`config.mk`:
```
export PLATFORM = sky130hd
export DESIGN_NAME = uart_transmitter
export DESIGN_NICKNAME = d
export VERILOG_FILES = /design/src/rtl/uart_transmitter_pkg.sv /design/src/rtl/uart_tx_fifo.sv /design/src/rtl/uart_transmitter.sv
export SDC_FILE = /design/constraint.sdc
export NUM_CORES = 1
export LEC_CHECK = 0
export ABC_AREA = 1
export CORE_MARGIN = 5
export CORE_UTILIZATION = 59
export DETAILED_ROUTE_END_ITERATION = 7
export PLACE_DENSITY = 0.83
export SYNTH_ARGS = -nofsm -noshare
export SYNTH_HDL_FRONTEND = slang
export SYNTH_SLANG_ARGS = --single-unit
```
`constraint.sdc`:
```
create_clock -name clk -period 3.85 [get_ports clk]
set_input_delay 0.5775 -clock clk [delete_from_list [all_inputs] [get_ports clk]]
set_output_delay 0.5775 -clock clk [all_outputs]
set_load 0.05 [all_outputs]
```
`src/rtl/uart_transmitter_pkg.sv`:
```
// Shared definitions for the UART transmitter slice.
// Holds the frame state encoding, the parity-mode codes and a couple of
// small helpers used by the frame FSM.
// No ports; imported by uart_transmitter.
package uart_transmitter_pkg;

  typedef enum logic [2:0] {
    ST_IDLE   = 3'd0,
    ST_START  = 3'd1,
    ST_DATA   = 3'd2,
    ST_PARITY = 3'd3,
    ST_STOP   = 3'd4,
    ST_GAP    = 3'd5
  } tx_state_t;

  localparam logic [1:0] PARITY_NONE = 2'b00;
  localparam logic [1:0] PARITY_EVEN = 2'b01;
  localparam logic [1:0] PARITY_ODD  = 2'b10;

  // Mode 2'b11 is reserved and behaves like "no parity".
  function automatic logic parity_enabled(input logic [1:0] mode);
    return (mode == PARITY_EVEN) || (mode == PARITY_ODD);
  endfunction

  // acc is the running XOR of the data bits already sent.
  function automatic logic parity_bit(input logic [1:0] mode, input logic acc);
    return (mode == PARITY_ODD) ? ~acc : acc;
  endfunction

endpackage

```
`src/rtl/uart_tx_fifo.sv`:
```
// Word FIFO feeding the UART transmitter.
// Wrap-around read/write pointers plus an occupancy count; DEPTH must be a
// power of two so the pointers wrap for free.
// Ports:
//   clk, rst        system clock, async active-high reset (empties the FIFO)
//   push, wdata     write request and word; ignored while full
//   pop             read request; ignored while empty
//   rdata           current head word (valid while !empty)
//   full, empty     occupancy flags derived from the registered count
//   count           words held
module uart_tx_fifo #(
  parameter int WIDTH = 8,
  parameter int DEPTH = 4
) (
  input  logic                     clk,
  input  logic                     rst,
  input  logic                     push,
  input  logic                     pop,
  input  logic [WIDTH-1:0]         wdata,
  output logic [WIDTH-1:0]         rdata,
  output logic                     full,
  output logic                     empty,
  output logic [$clog2(DEPTH):0]   count
);

  localparam int PTR_W = $clog2(DEPTH);

  logic [WIDTH-1:0] mem_q [DEPTH];
  logic [PTR_W-1:0] wr_ptr_q, wr_ptr_d;
  logic [PTR_W-1:0] rd_ptr_q, rd_ptr_d;
  logic [PTR_W:0]   count_q, count_d;
  logic             do_push, do_pop;

  assign full    = (count_q == (PTR_W+1)'(DEPTH));
  assign empty   = (count_q == '0);
  assign do_push = push && !full;
  assign do_pop  = pop && !empty;
  assign rdata   = mem_q[rd_ptr_q];
  assign count   = count_q;

  always_comb begin
    wr_ptr_d = wr_ptr_q;
    rd_ptr_d = rd_ptr_q;
    count_d  = count_q;
    if (do_push) wr_ptr_d = wr_ptr_q + 1'b1;
    if (do_pop)  rd_ptr_d = rd_ptr_q + 1'b1;
    // A simultaneous push and pop leaves the occupancy unchanged.
    case ({do_push, do_pop})
      2'b10:   count_d = count_q + 1'b1;
      2'b01:   count_d = count_q - 1'b1;
      default: count_d = count_q;
    endcase
  end

  always_ff @(posedge clk or posedge rst) begin
    if (rst) begin
      wr_ptr_q <= '0;
      rd_ptr_q <= '0;
      count_q  <= '0;
    end else begin
      wr_ptr_q <= wr_ptr_d;
      rd_ptr_q <= rd_ptr_d;
      count_q  <= count_d;
    end
  end

  // Storage needs no reset: the count alone decides what is valid.
  always_ff @(posedge clk) begin
    if (do_push) mem_q[wr_ptr_q] <= wdata;
  end

endmodule

```
`src/rtl/uart_transmitter.sv`:
```
// Parametrised UART transmitter with a word FIFO.
// Serialises start / data (LSB first) / optional parity / stop / optional
// gap bits, advancing one bit per baud_tick while en is high.
// Ports:
//   clk, rst     system clock, async active-high reset
//   en           block enable; low aborts the current frame
//   baud_tick    one-clk pulse per bit period
//   parity_mode  00 none, 01 even, 10 odd, 11 none; latched at frame start
//   in_data, in_valid, in_ready   word push interface (in_ready = !full)
//   fifo_count   words waiting in the FIFO
//   busy         a frame is on the line
//   done         one-clk pulse on the tick that closes a frame
//   out          serial line, idle high
module uart_transmitter
  import uart_transmitter_pkg::*;
#(
  parameter int DATA_BITS  = 8,
  parameter int STOP_BITS  = 1,
  parameter int GAP_BITS   = 0,
  parameter int FIFO_DEPTH = 4
) (
  input  logic                          clk,
  input  logic                          rst,
  input  logic                          en,
  input  logic                          baud_tick,
  input  logic [1:0]                    parity_mode,
  input  logic [DATA_BITS-1:0]          in_data,
  input  logic                          in_valid,
  output logic                          in_ready,
  output logic [$clog2(FIFO_DEPTH):0]   fifo_count,
  output logic                          busy,
  output logic                          done,
  output logic                          out
);

  localparam int MAX_DS  = (DATA_BITS > STOP_BITS) ? DATA_BITS : STOP_BITS;
  localparam int MAX_CNT = (MAX_DS > GAP_BITS) ? MAX_DS : GAP_BITS;
  localparam int CNT_W   = $clog2(MAX_CNT + 1);

  tx_state_t              state_q, state_d;
  logic [DATA_BITS-1:0]   shift_q, shift_d;
  logic [CNT_W-1:0]       cnt_q, cnt_d;
  logic                   par_acc_q, par_acc_d;
  logic [1:0]             par_mode_q, par_mode_d;
  logic                   out_q, out_d;
  logic                   busy_q, busy_d;
  logic                   done_q, done_d;

  logic                   fifo_pop;
  logic                   fifo_full, fifo_empty;
  logic [DATA_BITS-1:0]   fifo_rdata;
  logic                   frame_end, frame_start;

  uart_tx_fifo #(
    .WIDTH (DATA_BITS),
    .DEPTH (FIFO_DEPTH)
  ) u_fifo (
    .clk   (clk),
    .rst   (rst),
    .push  (in_valid),
    .pop   (fifo_pop),
    .wdata (in_data),
    .rdata (fifo_rdata),
    .full  (fifo_full),
    .empty (fifo_empty),
    .count (fifo_count)
  );

  assign in_ready = !fifo_full;
  assign out      = out_q;
  assign busy     = busy_q;
  assign done     = done_q;

  // Frame FSM. Each case arm decides what the line carries for the next bit
  // period; starting a frame is shared between IDLE and the end-of-frame
  // tick so back-to-back frames need no idle bit.
  always_comb begin
    state_d     = state_q;
    shift_d     = shift_q;
    cnt_d       = cnt_q;
    par_acc_d   = par_acc_q;
    par_mode_d  = par_mode_q;
    out_d       = out_q;
    busy_d      = busy_q;
    done_d      = 1'b0;
    fifo_pop    = 1'b0;
    frame_end   = 1'b0;
    frame_start = 1'b0;

    if (!en) begin
      state_d = ST_IDLE;
      out_d   = 1'b1;
      busy_d  = 1'b0;
    end else if (baud_tick) begin
      case (state_q)
        ST_IDLE: begin
          if (!fifo_empty) frame_start = 1'b1;
        end
        ST_START: begin
          out_d     = shift_q[0];
          shift_d   = shift_q >> 1;
          par_acc_d = par_acc_q ^ shift_q[0];
          cnt_d     = CNT_W'(1);
          state_d   = ST_DATA;
        end
        ST_DATA: begin
          if (cnt_q == CNT_W'(DATA_BITS)) begin
            cnt_d = CNT_W'(1);
            if (parity_enabled(par_mode_q)) begin
              out_d   = parity_bit(par_mode_q, par_acc_q);
              state_d = ST_PARITY;
            end else begin
              out_d   = 1'b1;
              state_d = ST_STOP;
            end
          end else begin
            out_d     = shift_q[0];
            shift_d   = shift_q >> 1;
            par_acc_d = par_acc_q ^ shift_q[0];
            cnt_d     = cnt_q + 1'b1;
          end
        end
        ST_PARITY: begin
          out_d   = 1'b1;
          cnt_d   = CNT_W'(1);
          state_d = ST_STOP;
        end
        ST_STOP: begin
          if (cnt_q == CNT_W'(STOP_BITS)) begin
            if (GAP_BITS > 0) begin
              out_d   = 1'b1;
              cnt_d   = CNT_W'(1);
              state_d = ST_GAP;
            end else begin
              frame_end = 1'b1;
            end
          end else begin
            cnt_d = cnt_q + 1'b1;
          end
        end
        ST_GAP: begin
          if (cnt_q == CNT_W'(GAP_BITS)) frame_end = 1'b1;
          else                           cnt_d = cnt_q + 1'b1;
        end
        default: begin
          state_d = ST_IDLE;
          out_d   = 1'b1;
          busy_d  = 1'b0;
        end
      endcase

      if (frame_end) begin
        done_d = 1'b1;
        if (!fifo_empty) begin
          frame_start = 1'b1;
        end else begin
          state_d = ST_IDLE;
          out_d   = 1'b1;
          busy_d  = 1'b0;
        end
      end

      // Pop the head word and put the start bit on the line this tick.
      if (frame_start) begin
        fifo_pop   = 1'b1;
        shift_d    = fifo_rdata;
        par_mode_d = parity_mode;
        par_acc_d  = 1'b0;
        cnt_d      = '0;
        out_d      = 1'b0;
        busy_d     = 1'b1;
        state_d    = ST_START;
      end
    end
  end

  always_ff @(posedge clk or posedge rst) begin
    if (rst) begin
      state_q    <= ST_IDLE;
      shift_q    <= '0;
      cnt_q      <= '0;
      par_acc_q  <= 1'b0;
      par_mode_q <= PARITY_NONE;
      out_q      <= 1'b1;
      busy_q     <= 1'b0;
      done_q     <= 1'b0;
    end else begin
      state_q    <= state_d;
      shift_q    <= shift_d;
      cnt_q      <= cnt_d;
      par_acc_q  <= par_acc_d;
      par_mode_q <= par_mode_d;
      out_q      <= out_d;
      busy_q     <= busy_d;
      done_q     <= done_d;
    end
  end

endmodule

```
==> qor.yml <==
synthesis:
  synthTopCellsByArea: "edfxtp_1 (32%), dfrtp_1 (22%), nand2_1 (16%)"
  async_flop_share_pct: 46.7
  synth_ff_type: "edfxtp_1"
  yosysWarnings: 0
  seq_area_frac_synth_pct: 54.9
  synth_edf_count: 32
  synth_seq_cells: 60
  synth_nets: 371
  synth_top_area_share_pct: 31.7
  synth_area_mm2: 0.00303
  avgSynthCellArea_um2: 8.76
  yosysUniqueCellTypes: 27
  synth_top_area_cell: "edfxtp_1"
  syn_inst: 346
critical_path:
  worstSetupPathType: "register to register"
  cp.required_ns: 4.07
  worstSetupStartpointType: "register"
  endpoint_kind: "register"
  crit_arrival_ns: 3.04
  cp_max_fo: 20
placement:
  gp_congestion: 0.928
  place_hpwl_um: 4060
  pre_cts_ws_ns: 0.799
  port_buffers: 21
  post_dp_cell_area_mm2: 0.00328
sta:
  max_freq_mhz: 355
  period_needed_ns: 2.81
  finalSetupViolCount: 0
  tightest_slew_ns: 1.06
  skew_ns: 0.00753
  finalCritPeriodShare_pct: 73.1
  timing.setup.tns_ns: 0
  final_hold_viol_count: 0
  slew_headroom_pct: 29.5
  rsz0062_at_grt: "false"
  hold_slack_ns: 0.501
  drv_slew: 0
  fin_ws_ns: 1.04
clock_network:
  cts-htree-levels: 3
  post_cts_buffers: 0
  postCtsHoldBufs: 0
  cts_buffers: 9
  clock_path_buffers: 2
  insertion_delay_ns: 0.34
  cts-resized-gates: 0
  clkSinkCount: 60
  path_clk_slew_ns: 0.07
  cts_root_buffer: "clkbuf_8"
  cts_tree: "built"
die:
  rows: 26
  coreArea_mm2: 0.00504
  num_io_pins: 22
  die_area_mm2: 0.00667
  die_h_um: 81.7
  initial_utilization_pct: 60.1
  die_x_um: 81.7
routing:
  avgRoutedWirePerCell_um: 13.5
  drc_errors: 0
  firstDrtPassIters: 4
  final_antenna_net_count: 0
  vias_per_cell: 5.18
  wirelength_um: 5990
  via_count: 2307
  drt_iter0_markers: 145
grt:
  antenna_found_initial: 0
  gr-total-overflow: 0
  grt_pass1_wl_um: 10000
  grt_usage_pct: 20.2
  first_global_vias: 2218
  grt_max_degree: 29
cells_and_area:
  antenna_cells: 0
  area_delta_synth_final_pct: 16.4
  drive_above_1_share_pct: 6.67
  design_area_mm2: 0.00353
  num-nets-final: 395
pwr:
  p_leak_nw: 1.64
  powerDensity_mw_per_mm2: 766
  vdd_drop_max_mv: 0.533
  total_power_mw: 2.70
outcome:
  status: "finished, final reports clean"
job:
  drv_cap: 0
worst_hold_path:
  hp-class: "register to register"
[final cells by class]
class | instances | area, µm²
Clock buffer | 9 | 124
Sequential cell | 60 | 1660
Tap cell | 70 | 87.6
Timing Repair Buffer | 21 | 210
Inverter | 45 | 169
Multi-Input combinational cell | 233 | 1150
Fill cell | 369 | 1520
Clock inverter | 7 | 124
[routing by layer]
metal / wire length, µm / track usage, % / share of wire (%)
met1: 2580 / 24.8 / 43
met2: 3080 / 34.4 / 51
met3: 262 / 4.82 / 4.4
met4: 74 / 7.81 / 1.2
met5: 0 / 0 / 0
[state kept, by name, summed over array words and instances (netlist names), 2 cells and up]
name             flops
cnt_q                4
u_fifo.count         3
par_mode_q           2
u_fifo.mem_q        32
u_fifo.wr_ptr_q      2
shift_q              8
u_fifo.rd_ptr_q      2
state_q              3
[worst max-delay path, stage by stage, from the launching register on]
cell and delay, ns:
dfrtp_1 0.45, inv_1 0.08, ha_1 0.19, nand2_1 0.07, nand2_1 0.11, nand2_2 0.09, nand2_4 0.12, nand3_2 0.34
inv_2 0.23, ha_1 0.16, inv_1 0.07, fa_1 0.39, a21oi_1 0.15, o21ai_0 0.11, xnor2_1 0.13
[cells in the mapped netlist (2+ instances only)]
| cell type | number |
|---|---|
| a21oi_1 | 6 |
| buf_6 | 2 |
| clkbuf_1 | 5 |
| clkinv_1 | 2 |
| dfrtp_1 | 27 |
| edfxtp_1 | 32 |
| ha_1 | 9 |
| inv_1 | 41 |
| inv_2 | 2 |
| nand2_1 | 126 |
| nand2_2 | 2 |
| nand2_4 | 2 |
| nand3_1 | 29 |
| nand4_1 | 5 |
| nor2_1 | 18 |
| o211ai_1 | 7 |
| o21ai_0 | 14 |
| o22ai_1 | 4 |
| xnor2_1 | 3 |
| xor2_1 | 3 |
[through the flow]
stage | cells | util, %
CTS | 445 | 70.0
detailed placement | 429 | 65.0
global placement | 429 | 65.0
finish | 445 | 70.0
floorplan | 346 | -
global route | 445 | 70.0
[placed cells by master (no fill, tap or decap), drive strengths merged]
cell type	n
a21oi	6
a31oi	1
bufinv	3
clkbuf	9
clkdlybuf4s50	21
clkinv	4
clkinvlp	1
dfrtp	27
dfstp	1
edfxtp	32
fa	1
ha	9
inv	44
nand2	130
nand3	30
nand4	5
nor2	19
o211ai	7
o21a	1
o21ai	14
o22ai	4
xnor2	3
xor2	3
[power by group]
| part | internal, mW | total [mW] | switching (mW) |
|---|---|---|---|
| Clock | 0.434 | 0.698 | 0.264 |
| Combinational | 0.339 | 0.982 | 0.643 |
| Sequential | 0.866 | 1.02 | 0.157 |
| Total | 1.64 | 2.70 | 1.06 |
[final timing paths]
check | cells past startpoint | from | endpoint | slack [ns]
worst max register to register | 14 | cnt_q[0] | u_fifo.count[2] | 1.04
min in group asynchronous | 2 | rst | shift_q[2] | 0.82
worst min register to register | 2 | par_mode_q[1] | par_mode_q[1] | 0.50
worst max-delay path | 14 | cnt_q[0] | u_fifo.count[2] | 1.04
worst min-delay path | 2 | par_mode_q[1] | par_mode_q[1] | 0.50
max in group asynchronous | 2 | rst | shift_q[0] | 2.40
[cell families after synthesis]
group,after synthesis,share of synthesized area (%)
AND/OR/NAND/NOR,184,25.5
flip-flops,60,54.9
buffers and inverters,53,7.18
AO/OA/AOI/OAI,33,6.32
adder cells (fa/ha/maj),10,4.38
XOR/XNOR,6,1.73
(Power assumes the default switching activity.)
